===== src/rtl/rc4_pkg.sv =====
// RC4 shared definitions for the fill, KSA and PRGA stages.
// Holds S-array sizing, key length, KSA state encoding and key-byte helper.
package rc4_pkg;

    localparam int S_SIZE  = 256;
    localparam int KEY_LEN = 3;
    localparam int KEY_MAX = 16;

    typedef enum logic [2:0] {
        IDLE,
        RD_I,
        LAT_I,
        RD_J,
        LAT_J,
        WR_I,
        WR_J
    } ksa_state_t;

    // Byte idx mod len of a key stored most-significant byte first.
    function automatic logic [7:0] keybyte(
        input logic [8*KEY_MAX-1:0] key,
        input logic [7:0]           idx,
        input int unsigned          len = KEY_LEN
    );
        int unsigned pos;
        pos = len - 1 - (32'(idx) % len);
        return key[8*pos +: 8];
    endfunction

endpackage


===== src/rtl/ksa.sv =====
// RC4 key-scheduling stage: permutes S in place over the shared memory port.
// Build option KSA_SELF_SWAP_SKIP_EN drops the write pair when j==i.
module ksa #(
    parameter int KEY_LEN = rc4_pkg::KEY_LEN
) (
    input  logic               clk,
    input  logic               rst_n,
    input  logic               en,
    output logic               rdy,
    input  logic [8*KEY_LEN-1:0] key,
    output logic [7:0]         addr,
    input  logic [7:0]         rddata,
    output logic [7:0]         wrdata,
    output logic               wren
);
    import rc4_pkg::*;

    ksa_state_t state_q, state_d;

    logic [7:0] i_q, i_d;
    logic [7:0] j_q, j_d;
    logic [7:0] si_q, si_d;
    logic [7:0] sj_q, sj_d;
    logic [8*KEY_LEN-1:0] key_q, key_d;

    logic [7:0] addr_q, addr_d;
    logic [7:0] wrdata_q, wrdata_d;
    logic       wren_q, wren_d;

    logic [8*KEY_MAX-1:0] key_ext;
    logic [7:0] kb;
    logic [7:0] j_sum;
    logic       last;
    logic       skip;

    assign key_ext = (8*KEY_MAX)'(key_q);
    assign kb      = keybyte(key_ext, i_q, KEY_LEN);
    assign j_sum   = j_q + rddata + kb;
    assign last    = (i_q == 8'(S_SIZE - 1));

`ifdef KSA_SELF_SWAP_SKIP_EN
    assign skip = (state_q == RD_J) && (j_q == i_q);
`else
    assign skip = 1'b0;
`endif

    assign rdy    = (state_q == IDLE);
    assign addr   = addr_q;
    assign wrdata = wrdata_q;
    assign wren   = wren_q;

    always_ff @(posedge clk or negedge rst_n) begin
        if (!rst_n) begin
            state_q <= IDLE;
        end else begin
            state_q <= state_d;
        end
    end

    always_comb begin
        state_d = state_q;
        i_d     = i_q;
        j_d     = j_q;
        si_d    = si_q;
        sj_d    = sj_q;
        key_d   = key_q;
        unique case (state_q)
            IDLE: begin
                if (en) begin
                    state_d = RD_I;
                    i_d     = '0;
                    j_d     = '0;
                    key_d   = key;
                end
            end
            RD_I: state_d = LAT_I;
            LAT_I: begin
                state_d = RD_J;
                si_d    = rddata;
                j_d     = j_sum;
            end
            RD_J: begin
                if (skip) begin
                    state_d = last ? IDLE : RD_I;
                    i_d     = i_q + 8'd1;
                end else begin
                    state_d = LAT_J;
                end
            end
            LAT_J: begin
                state_d = WR_I;
                sj_d    = rddata;
            end
            WR_I: state_d = WR_J;
            WR_J: begin
                state_d = last ? IDLE : RD_I;
                i_d     = i_q + 8'd1;
            end
            default: state_d = IDLE;
        endcase
    end

    // Memory-port outputs are registered, so they follow the state being entered.
    always_comb begin
        addr_d   = addr_q;
        wrdata_d = wrdata_q;
        wren_d   = 1'b0;
        unique case (state_d)
            RD_I: addr_d = i_d;
            RD_J: addr_d = j_d;
            WR_I: begin
                addr_d   = i_d;
                wrdata_d = sj_d;
                wren_d   = 1'b1;
            end
            WR_J: begin
                addr_d   = j_d;
                wrdata_d = si_d;
                wren_d   = 1'b1;
            end
            default: ;
        endcase
    end

    always_ff @(posedge clk or negedge rst_n) begin
        if (!rst_n) begin
            i_q      <= '0;
            j_q      <= '0;
            si_q     <= '0;
            sj_q     <= '0;
            key_q    <= '0;
            addr_q   <= '0;
            wrdata_q <= '0;
            wren_q   <= 1'b0;
        end else begin
            i_q      <= i_d;
            j_q      <= j_d;
            si_q     <= si_d;
            sj_q     <= sj_d;
            key_q    <= key_d;
            addr_q   <= addr_d;
            wrdata_q <= wrdata_d;
            wren_q   <= wren_d;
        end
    end

endmodule


===== config.mk =====
export PLATFORM = sky130hd
export DESIGN_NAME = ksa
export DESIGN_NICKNAME = d
export VERILOG_FILES = /design/src/rtl/rc4_pkg.sv /design/src/rtl/ksa.sv
export SDC_FILE = /design/constraint.sdc
export NUM_CORES = 1
export LEC_CHECK = 0
export CAP_MARGIN = 5
export CORE_ASPECT_RATIO = 1.2
export CORE_MARGIN = 5
export CORE_UTILIZATION = 42
export CTS_BUF_LIST = sky130_fd_sc_hd__clkbuf_8
export DETAILED_ROUTE_END_ITERATION = 12
export SLEW_MARGIN = 5
export SYNTH_ARGS = -nofsm -noshare
export SYNTH_HDL_FRONTEND = slang
export SYNTH_SLANG_ARGS = --single-unit

===== constraint.sdc =====
create_clock -name clk -period 12.06 [get_ports clk]
set_input_delay 2.412 -clock clk [delete_from_list [all_inputs] [get_ports clk]]
set_output_delay 2.412 -clock clk [all_outputs]
set_load 0.005 [all_outputs]

==> impl_metrics.tcl, run 1 <==
set metrics [dict create \
    placed_cell_areas_um2 5390 \
    tightest_slew_ns 1.10 \
    ctsHtreeMaxLevel 3 \
    drt_iter0_drc 185 \
    vias 3809 \
    row_count 42 \
    chipWidth_um 107 \
    clockBufferDepth 2 \
    fin_crit_sh_pct 71.6 \
    grt_first_pass_wirelength_um 19000 \
    pin_count 53 \
    max_cap_viol_count 0 \
    timing.max_slew.rel_slack_pct 26.1 \
    dieArea_um2 13600 \
    syn-instance-count 490 \
    clock_buffer_count_from_cts 9 \
    rsz0062_at_grt "no" \
    residual_overflow_from_global_routing 0 \
    worst_slack_at_placement_ns 3.48 \
    synth_largest_type_area_fraction_pct 35.6 \
    hold_path_class "flop to flop" \
    ctsResizeCount 0 \
    cts_setup_buffers 0 \
    leakage_nw 2.40 \
    largest_net_degree_at_the_start_of_global_routing 69 \
    placed_cells_incl_taps 674 \
    synth_top_flop_cell "sky130_fd_sc_hd__dfrtp_1" \
    flow.area_growth_from_synthesis_pct 16.5 \
    synth_enable_flop_cells 0 \
    cts-hold-fix-buffers 0 \
    clock-sinks 68 \
    postLayoutCoreUtil_pct 50.3 \
    synth.top_cells.by_count "sky130_fd_sc_hd__nand2_1 (80), sky130_fd_sc_hd__dfrtp_1 (68), sky130_fd_sc_hd__mux2_2 (30)" \
    synthesis.area_per_instance_um2 9.76 \
    diodes 0 \
    final.setup.worst_slack_ns 3.42 \
    layout_nets 587 \
    yosys_warnings 0 \
    crit_type "flop to flop" \
    die_height_um 127 \
    dp_hpwl_um 8410 \
    drc_errors 0 \
    grt_pass1_vias 3925 \
    timing.final.setup_violations 0 \
    cp-end-kind "flop" \
    critical_path.slowest_cell "sky130_fd_sc_hd__dfrtp_1" \
    worst_setup_hold_path_clk_slew_ns 0.07 \
    netlist_cell_types 83 \
    cts_tree "built" \
    powerDensity_nw_per_um2 279 \
    antenna_violations_before_repair 0 \
    synth.yosys.seq_area_share_pct 35.6 \
    gp_congestion 0.908 \
    layout_min_cycle_time_ns 8.64 \
    final_hold_viol_count 0 \
    critical_path.max_stage_delay_ns 0.90 \
    yosys-top-cells-area "sky130_fd_sc_hd__dfrtp_1 (36%), sky130_fd_sc_hd__mux2_2 (7.1%), sky130_fd_sc_hd__nand2_1 (6.3%), sky130_fd_sc_hd__ha_1 (3.4%), sky130_fd_sc_hd__fa_1 (3.3%)" \
    whs_ns 0.480 \
    synth_most_common_cell "sky130_fd_sc_hd__nand2_1" \
    required_time_worst_endpoint_ns 12.28 \
    yosys.area.top_type "sky130_fd_sc_hd__dfrtp_1" \
    ant_nets 0 \
    postSynth.asyncResetShare_pct 100 \
    worst_skew_pair.late_latency_ns 0.34 \
    io_buffer_count 52 \
    critical_path.top_delay_family "compound AO/OA/AOI/OAI gates" \
    initial_utilization_pct 43.1 \
    critical_path_buf_inv_count 2 \
    syn_nets 546 \
    post_layout_nonfiller_instances 690 \
    irDropWorstVdd_mv 0.174 \
    reg2reg_setup_slack_ns 3.42 \
    postSynthRegisterBits 68 \
    avgRoutedWirePerCell_um 16.4 \
    critical_path.max_fanout 22 \
    layout-drive-gt1-share_pct 14.4 \
    slew_violations 0 \
    achievable-frequency_mhz 116 \
    viasPerCell 5.52 \
    detail_route.first_pass.iterations 4 \
    cell_seen_most_often_among_critical_path_stages "sky130_fd_sc_hd__nor2_1" \
    run_status "finished clean" \
    globalRouteTotalUtil_pct 17.3 \
    setup.worst_path.start_class "flop" \
    setup_total_negative_slack_ns 0 \
    fin_skew_ns 0.00613 \
    timing.critical_path.arrival_ns 8.86 \
    p_total_mw 1.56 \
    total_length_of_routed_wires_um 11300 \
    fp.coreArea_um2 11100 \
    post_synth_instance_area_um2 4780 \
    clock_tree.root_cell "sky130_fd_sc_hd__clkbuf_8" \
    final_design_area_no_fill_um2 5570 \
]
[worst min-delay path: stages, from the launching register on]
cell                      delay [ns]
sky130_fd_sc_hd__dfrtp_1        0.34
sky130_fd_sc_hd__nand2_1        0.05
sky130_fd_sc_hd__nand2_1        0.06
[cells by family after synthesis]
| family | synth area share [%] |
|---|---|
| flip-flops | 35.6 |
| XOR/XNOR | 3.87 |
| AO/OA/AOI/OAI | 22.2 |
| multiplexers | 8.97 |
| buffers and inverters | 3.87 |
| adder cells (fa/ha/maj) | 6.75 |
| AND/OR/NAND/NOR | 18.8 |
[worst paths after layout]
kind | start | to | depth (start not counted)
min in group asynchronous | rst_n | key_q[4]$_DFFE_PN0P_ | 2
max in group asynchronous | rst_n | addr[1]$_DFFE_PN0P_ | 2
hold / removal | si_q[5]$_DFF_PN0_ | si_q[5]$_DFF_PN0_ | 2
setup / recovery | i_q[6]$_DFF_PN0_ | j_q[7]$_DFF_PN0_ | 36
hold reg to reg | si_q[5]$_DFF_PN0_ | si_q[5]$_DFF_PN0_ | 2
setup reg to reg | i_q[6]$_DFF_PN0_ | j_q[7]$_DFF_PN0_ | 36
[power breakdown]
group          switching (mW)  total, mW  internal [mW]
sequential             0.0745      0.401          0.326
combinational           0.518      0.986          0.469
clock                  0.0812      0.170         0.0890
[final cells by class]
class                      count  area [um2]
clock buffer                  12         165
clock inverter                 4        16.3
fill                        1025        5510
inverter                      15        56.3
multi-input combinational    381        2900
sequential                    68        1700
tap                          154         193
timing repair buffer          56         546
[cell usage in the layout, fill, tap and decap left out, types with 3 or more instances in the layout]
master,synthesis,final
sky130_fd_sc_hd__a2111oi_4,3,3
sky130_fd_sc_hd__a211o_1,5,5
sky130_fd_sc_hd__a211oi_1,3,3
sky130_fd_sc_hd__a21o_1,10,10
sky130_fd_sc_hd__a21oi_1,14,14
sky130_fd_sc_hd__a221o_1,6,6
sky130_fd_sc_hd__a31oi_1,3,3
sky130_fd_sc_hd__and2_1,7,7
sky130_fd_sc_hd__buf_4,3,4
sky130_fd_sc_hd__clkbuf_8,0,12
sky130_fd_sc_hd__clkdlybuf4s50_1,0,51
sky130_fd_sc_hd__dfrtp_1,68,68
sky130_fd_sc_hd__fa_1,8,8
sky130_fd_sc_hd__ha_1,13,13
sky130_fd_sc_hd__inv_1,14,17
sky130_fd_sc_hd__mux2_2,30,30
sky130_fd_sc_hd__mux2i_1,8,8
sky130_fd_sc_hd__nand2_1,80,80
sky130_fd_sc_hd__nand2b_1,6,6
sky130_fd_sc_hd__nand3_1,11,11
sky130_fd_sc_hd__nand3b_1,6,6
sky130_fd_sc_hd__nand4_1,4,4
sky130_fd_sc_hd__nor2_1,29,29
sky130_fd_sc_hd__nor3_1,9,9
sky130_fd_sc_hd__nor3b_1,8,8
sky130_fd_sc_hd__nor4_1,3,3
sky130_fd_sc_hd__o2111ai_1,3,3
sky130_fd_sc_hd__o211ai_1,4,4
sky130_fd_sc_hd__o21a_1,4,4
sky130_fd_sc_hd__o21ai_0,24,24
sky130_fd_sc_hd__o221ai_1,3,3
sky130_fd_sc_hd__o22ai_1,5,5
sky130_fd_sc_hd__o31ai_1,3,3
sky130_fd_sc_hd__xnor2_1,14,14
sky130_fd_sc_hd__xor2_1,4,4
[layer usage]
| layer | GRT usage (%) | part of all wire [%] |
|---|---|---|
| met4 | 5.72 | 2.0 |
| met5 | 0 | 0 |
| met3 | 3.00 | 3.2 |
| met1 | 21.4 | 43 |
| met2 | 30.5 | 51 |
[flip-flops by register name, summed over array words and instances (netlist names)]
signal	flops
wrdata	8
j_q	8
si_q	8
wren	1
state_q	3
key_q	24
i_q	8
addr	8
Note: power is estimated with default switching activity, not from simulation.
==> inputs of run 2 (changes only) <==
Clock period 12.06 ns to 7.8 ns, I/O delays scaled along.
==> impl_metrics.tcl, run 2 (same netlist as run 1, synthesis figures left out) <==
set metrics [dict create \
    die_height_um 127 \
    clockBufferDepth 2 \
    crit_type "flop to flop" \
    globalRouteTotalUtil_pct 17.3 \
    fin_skew_ns 0.00750 \
    total_length_of_routed_wires_um 11300 \
    power.share.sequential_pct 25.1 \
    timing.max_slew.rel_slack_pct 26.8 \
    worst_hold_path.num_cells 2 \
    clock_tree.root_cell "sky130_fd_sc_hd__clkbuf_8" \
    slew_violations 0 \
    critical_path.slowest_cell "sky130_fd_sc_hd__fa_1" \
    clock_power_share_pct 11.2 \
    avgRoutedWirePerCell_um 16.1 \
    drt_iter0_drc 176 \
    fp.coreArea_um2 11100 \
    drc_errors 0 \
    critical_path.max_stage_delay_ns 0.49 \
    critical_path.max_fanout 7 \
    worst_setup_hold_path_clk_slew_ns 0.08 \
    grt_pass1_vias 3819 \
    grt_first_pass_wirelength_um 19000 \
    total_switching_power_mw 1.06 \
    dieArea_um2 13600 \
    intPower_mw 1.39 \
    regMostFlops "key_q" \
    irDropWorstVdd_mv 0.282 \
    ctsHtreeMaxLevel 3 \
    largest_register_ff_count 24 \
    dp_hpwl_um 8450 \
    combinationalPowerShare_pct 63.7 \
    viasPerCell 5.54 \
    reg2reg_setup_slack_ns 0.60 \
    hold_path_class "flop to flop" \
    cp-end-kind "flop" \
    clock-sinks 68 \
    detail_route.first_pass.iterations 4 \
    pin_count 53 \
    layout_min_cycle_time_ns 7.20 \
    achievable-frequency_mhz 139 \
    fin_crit_sh_pct 92.2 \
    final_hold_viol_count 0 \
    chipWidth_um 107 \
    placed_cell_areas_um2 5420 \
    residual_overflow_from_global_routing 0 \
    reg2reg_path_depth 35 \
    clock_buffer_count_from_cts 9 \
    setup.worst_path.start_class "flop" \
    io_buffer_count 52 \
    layout.cells.most_common_list "sky130_fd_sc_hd__nand2_1 (80), sky130_fd_sc_hd__dfrtp_1 (67), sky130_fd_sc_hd__clkdlybuf4s50_1 (51), sky130_fd_sc_hd__mux2_2 (30), sky130_fd_sc_hd__nor2_1 (28)" \
    tightest_slew_ns 1.09 \
    worst_slack_at_placement_ns 0.0961 \
    largest_net_degree_at_the_start_of_global_routing 69 \
    timing.final.setup_violations 0 \
    diodes 0 \
    final_design_area_no_fill_um2 5700 \
    row_count 42 \
    max_cap_viol_count 0 \
    initial_utilization_pct 43.1 \
    antenna_violations_before_repair 0 \
    powerDensity_nw_per_um2 431 \
    ant_nets 0 \
    layout-drive-gt1-share_pct 17.4 \
    required_time_worst_endpoint_ns 8.03 \
    layout.cells.most_common "sky130_fd_sc_hd__nand2_1" \
    timing.critical_path.arrival_ns 7.42 \
    gp_congestion 0.863 \
    power.switching_fraction_pct 43.2 \
    worst_skew_pair.late_latency_ns 0.35 \
    run_status "finished clean" \
    setup_total_negative_slack_ns 0 \
    leakage_nw 2.43 \
    flow.area_growth_from_synthesis_pct 19.1 \
    final.setup.worst_slack_ns 0.605 \
    layout_nets 596 \
    cts_tree "built" \
    vias 3869 \
]
## run 2: worst max-delay path: cells and delay by family (launching register included)
family | cells | cell delay, ns
AOI/OAI and AO/OA | 10 | 2.22
xor gates and xnor gates | 3 | 0.51
adders and majority gates | 7 | 2.08
buffers and inverters | 2 | 0.15
DFF | 1 | 0.38
and+or+nand+nor | 13 | 1.72
## run 2: per-layer routing
layer / vias up / wire (um) / track usage, %
li1: 1886 / - / -
met1: 1892 / 4950 / 22.1
met2: 75 / 5820 / 30.2
met3: 16 / 327 / 2.64
met4: 0 / 167 / 5.35
met5: - / 0 / 0
## run 2: worst paths after layout
check | startpoint | endpoint
max | i_q[7]$_DFF_PN0_ | addr[7]$_DFFE_PN0P_
max in group asynchronous | rst_n | i_q[4]$_DFF_PN0_
min in group asynchronous | rst_n | key_q[13]$_DFFE_PN0P_
max reg2reg | i_q[7]$_DFF_PN0_ | addr[7]$_DFFE_PN0P_
min | si_q[5]$_DFF_PN0_ | si_q[5]$_DFF_PN0_
min reg2reg | si_q[5]$_DFF_PN0_ | si_q[5]$_DFF_PN0_
## run 2: power groups by stage
stage / registers [mW] / clock network (mW) / logic [mW]
2_1_floorplan: 0.577 / 0 / 1.20
3_3_place_gp: 0.618 / 0 / 1.53
4_1_cts: 0.617 / 0.281 / 1.56
5_1_grt: 0.639 / 0.299 / 1.76
6_report: 0.616 / 0.275 / 1.56
3_5_place_dp: 0.623 / 0 / 1.54
## run 2: repair_timing
item	4_1_cts	5_1_grt
resized for setup	0	11
setup buffers	0	5
hold buffers	0	0
setup endpoints to repair	0	8
## run 2: layout make-up
cell class	count	area, um2
multi-input cells	381	2940
flip-flops and latches	68	1700
inverters	15	56.3
repair buffers	65	613
clock inverters	4	23.8
well taps	154	193
fillers	1061	5390
clock buffers	12	165
## run 2: stage by stage
stage / instances / hold slack, ns / total power [mW] / util (%)
after floorplan: 490 / 0.445 / 1.78 / -
after detailed placement: 678 / 0.462 / 2.17 / 48.9
after global placement: 678 / 0.458 / 2.15 / 48.9
after CTS: 694 / 0.480 / 2.46 / 50.6
after global routing: 699 / 0.505 / 2.69 / 51.4
final: 699 / 0.481 / 2.45 / 51.4
